--- config.mk ---
export PLATFORM = sky130hd
export DESIGN_NAME = regfile_8x16_sb
export DESIGN_NICKNAME = d
export VERILOG_FILES = /design/src/rtl/cpu16_pkg.sv /design/src/rtl/rf_read_port.sv /design/src/rtl/regfile_8x16_sb.sv
export SDC_FILE = /design/constraint.sdc
export NUM_CORES = 1
export LEC_CHECK = 0
export ABC_AREA = 0
export CAP_MARGIN = 20
export CORE_UTILIZATION = 35
export CTS_CLUSTER_DIAMETER = 200
export DETAILED_ROUTE_END_ITERATION = 12
export GPL_ROUTABILITY_DRIVEN = 1
export PLACE_DENSITY = 0.52
export SYNTH_ARGS = -nofsm -noshare
export SYNTH_HDL_FRONTEND = slang
export SYNTH_SLANG_ARGS = --single-unit
export TNS_END_PERCENT = 100
--- constraint.sdc ---
create_clock -name clk -period 3.9 [get_ports clk]
set_clock_uncertainty 0.2 [all_clocks]
set_input_delay 0.585 -clock clk [delete_from_list [all_inputs] [get_ports clk]]
set_output_delay 0.585 -clock clk [all_outputs]
set_load 0.03 [all_outputs]
--- src/rtl/cpu16_pkg.sv ---
// Shared constants for the 16-bit MIPS-style datapath register file.
package cpu16_pkg;

    localparam int DW   = 16;
    localparam int AW   = 3;
    localparam int NREG = 8;

    localparam logic [AW-1:0] REG_ZERO = 3'd0;

endpackage : cpu16_pkg

--- src/rtl/rf_read_port.sv ---
// One asynchronous register-file read port: 8-way register select with a
// write-first bypass so a same-cycle write-back is visible immediately.
module rf_read_port
    import cpu16_pkg::*;
(
    input  logic [NREG-1:0][DW-1:0] regs_i,
    input  logic [AW-1:0]           ra_i,
    input  logic                    we_i,
    input  logic [AW-1:0]           wa_i,
    input  logic [DW-1:0]           wd_i,
    output logic [DW-1:0]           rd_o
);

    logic bypass_hit;

    // R0 never bypasses: a write aimed at R0 is discarded by the array.
    assign bypass_hit = we_i && (wa_i == ra_i) && (ra_i != REG_ZERO);

    // Select bypass data, the hardwired zero, or the stored register.
    always_comb begin
        rd_o = '0;
        if (bypass_hit) begin
            rd_o = wd_i;
        end else if (ra_i != REG_ZERO) begin
            rd_o = regs_i[ra_i];
        end
    end

endmodule : rf_read_port

--- src/rtl/regfile_8x16_sb.sv ---
// 8x16 register file with two bypassed async read ports, one sync write
// port and a per-register busy scoreboard that raises an operand stall.
module regfile_8x16_sb
    import cpu16_pkg::*;
(
    input  logic            clk,
    input  logic            rst,
    input  logic            we,
    input  logic [AW-1:0]   wa,
    input  logic [DW-1:0]   wd,
    input  logic [AW-1:0]   ra0,
    input  logic [AW-1:0]   ra1,
    input  logic            use0,
    input  logic            use1,
    input  logic            iss_en,
    input  logic [AW-1:0]   iss_rd,
    output logic [DW-1:0]   rd0,
    output logic [DW-1:0]   rd1,
    output logic [NREG-1:0] busy,
    output logic            stall
);

    // Storage is a flop array rather than block RAM because both reads
    // must be combinational.
    logic [NREG-1:0][DW-1:0] regs_q;
    logic [NREG-1:0][DW-1:0] regs_d;
    logic [NREG-1:0]         busy_q;
    logic [NREG-1:0]         busy_d;

    logic haz0;
    logic haz1;

    // R0 is hardwired: never written, never busy.
    assign regs_d[0] = '0;
    assign busy_d[0] = 1'b0;

    // Per-register write decode and scoreboard next state. A new issue to
    // the same register wins over a retiring write-back, because the
    // register now waits on the younger producer.
    generate
        for (genvar gi = 1; gi < NREG; gi++) begin : g_reg
            logic wr_hit;
            logic iss_hit;

            assign wr_hit       = we && (wa == AW'(gi));
            assign iss_hit      = iss_en && (iss_rd == AW'(gi));
            assign regs_d[gi]   = wr_hit ? wd : regs_q[gi];
            assign busy_d[gi]   = iss_hit | (busy_q[gi] & ~wr_hit);
        end
    endgenerate

    // State update; reset clears data and discards all pending busy bits.
    always_ff @(posedge clk) begin
        if (rst) begin
            regs_q <= '0;
            busy_q <= '0;
        end else begin
            regs_q <= regs_d;
            busy_q <= busy_d;
        end
    end

    rf_read_port u_port0 (
        .regs_i (regs_q),
        .ra_i   (ra0),
        .we_i   (we),
        .wa_i   (wa),
        .wd_i   (wd),
        .rd_o   (rd0)
    );

    rf_read_port u_port1 (
        .regs_i (regs_q),
        .ra_i   (ra1),
        .we_i   (we),
        .wa_i   (wa),
        .wd_i   (wd),
        .rd_o   (rd1)
    );

    // A busy operand is only a hazard if it is consumed and not being
    // delivered by the bypass this very cycle. busy_q[0] is always 0.
    always_comb begin
        haz0  = use0 && busy_q[ra0] && !(we && (wa == ra0));
        haz1  = use1 && busy_q[ra1] && !(we && (wa == ra1));
        stall = haz0 || haz1;
    end

    assign busy = busy_q;

endmodule : regfile_8x16_sb

==> results.txt <==
----------------------------------------------------
[Synthesis]
  Synthesized netlist net count ... 837
  Synthesized-area fraction occupied by adder cells ... 0%
  Netlist Area Pre-Place ... 6838 um2
  Top_reg_cell synth ... sky130_fd_sc_hd__dfxtp_1
  Yosys cell types ... 45
  Number of cells produced by synthesis ... 803
  Synthesized-area fraction occupied by xor and xnor cells ... 1.025%
  Main combinational cell family by area after synthesis ... compound AO/OA/AOI/OAI gates
  Post-synthesis compound-gate area fraction ... 20.79%
  Total of flip-flops plus latches after synthesis ... 119
  Number of enable-type register cells in the synthesized netlist ... 0
  Syn avg cell area ... 8.515 um2
  Portion of netlist area occupied by mux cells ... 17.68%
  Synthesized-area fraction occupied by and/or/nand/nor cells ... 18.44%
  Proportion of synthesized chip area in sequential cells ... 34.84%
  Async set or reset register ratio after synthesis ... 0%
  Synthesis warning total ... 0

[Routing]
  Via density ... 5.568
  Per-cell routed wire length ... 21.33 um
  Vias ... 6220
  Number of routed nets with antenna violations ... 0
  1st-pass router iterations ... 7
  Number of DRC violations after detailed-routing iteration 0 ... 548
  Total DRC errors in the routed layout ... 0
  Final wirelength ... 23820 um

[Floorplanning]
  Die width ... 141.8 um
  Floorplan die area ... 20100 um2
  Standard-cell row count ... 50
  Height of the die ... 141.8 um
  IO Count ... 75
  Starting utilization of the core area ... 36.07%
  Core region area ... 18960 um2

[Clocking]
  Max H-tree Level ... 4
  Worst-path clk slew ... 60 ps
  Clk root buf ... sky130_fd_sc_hd__clkbuf_16
  Post-CTS Resized ... 0
  TritonCTS Buffers ... 17
  CTS Buffer Depth ... 2
  Post-CTS Hold Fix Bufs ... 0
  Setup bufs post-CTS ... 0
  TritonCTS clock tree ... built
  Latest clock arrival within the worst-skew pair ... 410 ps
  # clock sinks ... 119

[Power]
  Max IR drop VDD ... 0.3277 mV
  Cell area power density ... 396.6 nW/um2
  Overall Power ... 3.263 mW
  Leakage dissipation ... 2.841 nW

[STA]
  Setup repair after global routing missed its margin ... false
  Maximum clock frequency ... 286.7 MHz
  Fin. Hold Viols ... 0
  Summed negative setup slack over all endpoints ... 0 ps
  Slew headroom ... 36.29%
  Minimum clock period after layout ... 3488 ps
  Final setup violation count ... 0
  Max Transition Viols Final ... 0
  Transition at the pin with the smallest max-transition slack ... 955.6 ps
  Final worst-path cycle share ... 89.43%

[Finish]
  Post-route cell area ... 8227 um2
  Util after Layout ... 43.40%
  Signed area change from the synthesized netlist to the final layout ... 20.31%
  Ratio of cells with drive above 1 in the final layout ... 19.84%
  Layout Nets ... 879
  Number of inserted diodes ... 0
  Filler instances ... 1830

[GRT]
  Most utilized layer in the global route result ... met2
  Wire length of the first global-routing pass ... 36170 um
  Number of global-route vias before repair ... 6203
  Maximum number of pins on one net before global-route repair ... 69
  Global-route congestion overflow total ... 0
  Met3 global-route usage ... 5.602%
  Met2 track demand over resource in global routing ... 40.26%
  Initial antenna violation count ... 0
  GRT Resource Usage Total ... 24.33%
  Global-route track usage on met1 ... 30.72%

[Place]
  Final HPWL from detailed placement ... 15790 um
  Global placement routability congestion ... 0.8200
  Placement-stage cell area ... 7634 um2
  Port bufs ... 73

[Setup path]
  Arrival time reported for the critical path endpoint ... 2700 ps
  Critical path endpoint category ... primary output
  Worst r2r path cells ... 2
  End of the worst register-to-register path ... busy[1]$_SDFF_PP0_
  Data required time of the critical path ... 3120 ps
  R2R Setup Slk ... 2870 ps
  Launch instance of the worst register-to-register path ... busy[1]$_SDFF_PP0_
  Critical path fanouts, max ... 11
  Element type at the critical path start ... input pin
  Worst setup path class ... in -> out

[Run status]
  Run status ... complete, no violations

[Job]
  Number of maximum-capacitance constraint violations ... 0

[Hold path]
  Start point of the worst min-delay path ... regs_q[100]$_SDFFE_PP0P_
  Hold Path Cell Cnt ... 2
  Hold Path Sink ... regs_q[100]$_SDFFE_PP0P_
  HP Class ... reg -> reg

----------------------------------------------------
[flip-flops by register name, indices dropped and copies added (netlist names)]
signal,count
busy,7
regs_q,112
[metal layers]
layer	routed length, um	share of wire (%)	vias up
met1	10080	42	3002
li1	-	-	2908
met2	11540	48	264
met4	542	2.3	0
met3	1655	6.9	46
met5	0	0	-
[worst max path at each step]
stage                start       to  slack [ps]
global route         wa[1]    stall         330
CTS                  wa[1]    stall         410
finish               wa[1]    stall         410
global placement     wa[1]    stall         450
floorplan           ra0[2]  rd0[10]        1380
detailed placement   wa[1]    stall         420
[placed cells by master (no fill, tap or decap), types with 3 or more instances in the layout]
master                              n
sky130_fd_sc_hd__nand2_1          263
sky130_fd_sc_hd__dfxtp_1          119
sky130_fd_sc_hd__a21oi_1          113
sky130_fd_sc_hd__buf_4             56
sky130_fd_sc_hd__clkdlybuf4s50_1   36
sky130_fd_sc_hd__o21ai_1           33
sky130_fd_sc_hd__a22oi_1           33
sky130_fd_sc_hd__a22o_1            32
sky130_fd_sc_hd__mux4_2            31
sky130_fd_sc_hd__mux2_1            20
sky130_fd_sc_hd__clkbuf_16         17
sky130_fd_sc_hd__mux2_4            13
sky130_fd_sc_hd__nor2_1             9
sky130_fd_sc_hd__buf_12             8
sky130_fd_sc_hd__nor2_2             6
sky130_fd_sc_hd__nor2b_1            5
sky130_fd_sc_hd__clkbuf_8           5
sky130_fd_sc_hd__a32oi_1            4
sky130_fd_sc_hd__clkinv_2           4
sky130_fd_sc_hd__buf_2              4
sky130_fd_sc_hd__o21ai_0            3
sky130_fd_sc_hd__mux4_1             3
sky130_fd_sc_hd__xnor2_1            3
sky130_fd_sc_hd__nand4_1            3
sky130_fd_sc_hd__a22oi_2            3
sky130_fd_sc_hd__nor2b_2            3
sky130_fd_sc_hd__nand3_2            3
[kinds of logic (layout without fill, tap and decap cells)]
family	count (synthesis)	count (layout)
AND/OR/NAND/NOR	302	302
AO/OA/AOI/OAI	227	227
other	1	1
XOR/XNOR	5	5
flip-flops	119	119
multiplexers	68	68
buffers and inverters	81	135
[cells in the mapped netlist, types with 4 or more instances]
cell                         n  share of area [%]
sky130_fd_sc_hd__buf_2      17                1.2
sky130_fd_sc_hd__mux4_2     31                 10
sky130_fd_sc_hd__dfxtp_1   119                 35
sky130_fd_sc_hd__a22o_1     32                4.1
sky130_fd_sc_hd__buf_4      15                1.6
sky130_fd_sc_hd__clkbuf_1   34                1.9
sky130_fd_sc_hd__a21oi_1   113                8.3
sky130_fd_sc_hd__nor2b_1     5               0.46
sky130_fd_sc_hd__nor2_1      9               0.49
sky130_fd_sc_hd__nor2_2      6               0.55
sky130_fd_sc_hd__a32oi_1     4               0.51
sky130_fd_sc_hd__mux2_4     13                2.9
sky130_fd_sc_hd__mux2_1     20                3.3
sky130_fd_sc_hd__buf_6      13                2.1
sky130_fd_sc_hd__nand2_1   263                 14
sky130_fd_sc_hd__a22oi_1    33                3.6
sky130_fd_sc_hd__o21ai_1    33                2.4
[layout make-up]
cell class / count / area [um2] / area share [%]
sequential: 119 / 2382 / 28.96
multi-input combinational: 603 / 3965 / 48.20
clock inverter: 8 / 95.09 / 1.156
tap: 260 / 325.3 / 3.954
timing repair buffer: 104 / 960.9 / 11.68
clock buffer: 23 / 498.0 / 6.053
[report_power, final]
group	internal, mW	switching, mW
registers	1.24	0.0224
clock network	1.02	0.549
logic	0.165	0.267
total	2.42	0.838
[worst max-delay path, stage by stage]
cell,delay (ps)
sky130_fd_sc_hd__clkdlybuf4s50_1,820
sky130_fd_sc_hd__xnor2_4,180
sky130_fd_sc_hd__nand3_4,120
sky130_fd_sc_hd__o21a_1,200
sky130_fd_sc_hd__a32o_1,210
sky130_fd_sc_hd__clkdlybuf4s50_1,590
[per-stage QoR]
stage | instances | hold WS [ps] | setup slack [ps]
2_1_floorplan | 803 | 241.0 | 1377
3_3_place_gp | 1086 | 248.8 | 450.3
3_5_place_dp | 1086 | 257.0 | 416.2
4_1_cts | 1117 | 264.0 | 412.5
5_1_grt | 1117 | 288.4 | 330.3
6_report | 1117 | 268.8 | 412.4
Power figures use the tool's default switching activity.
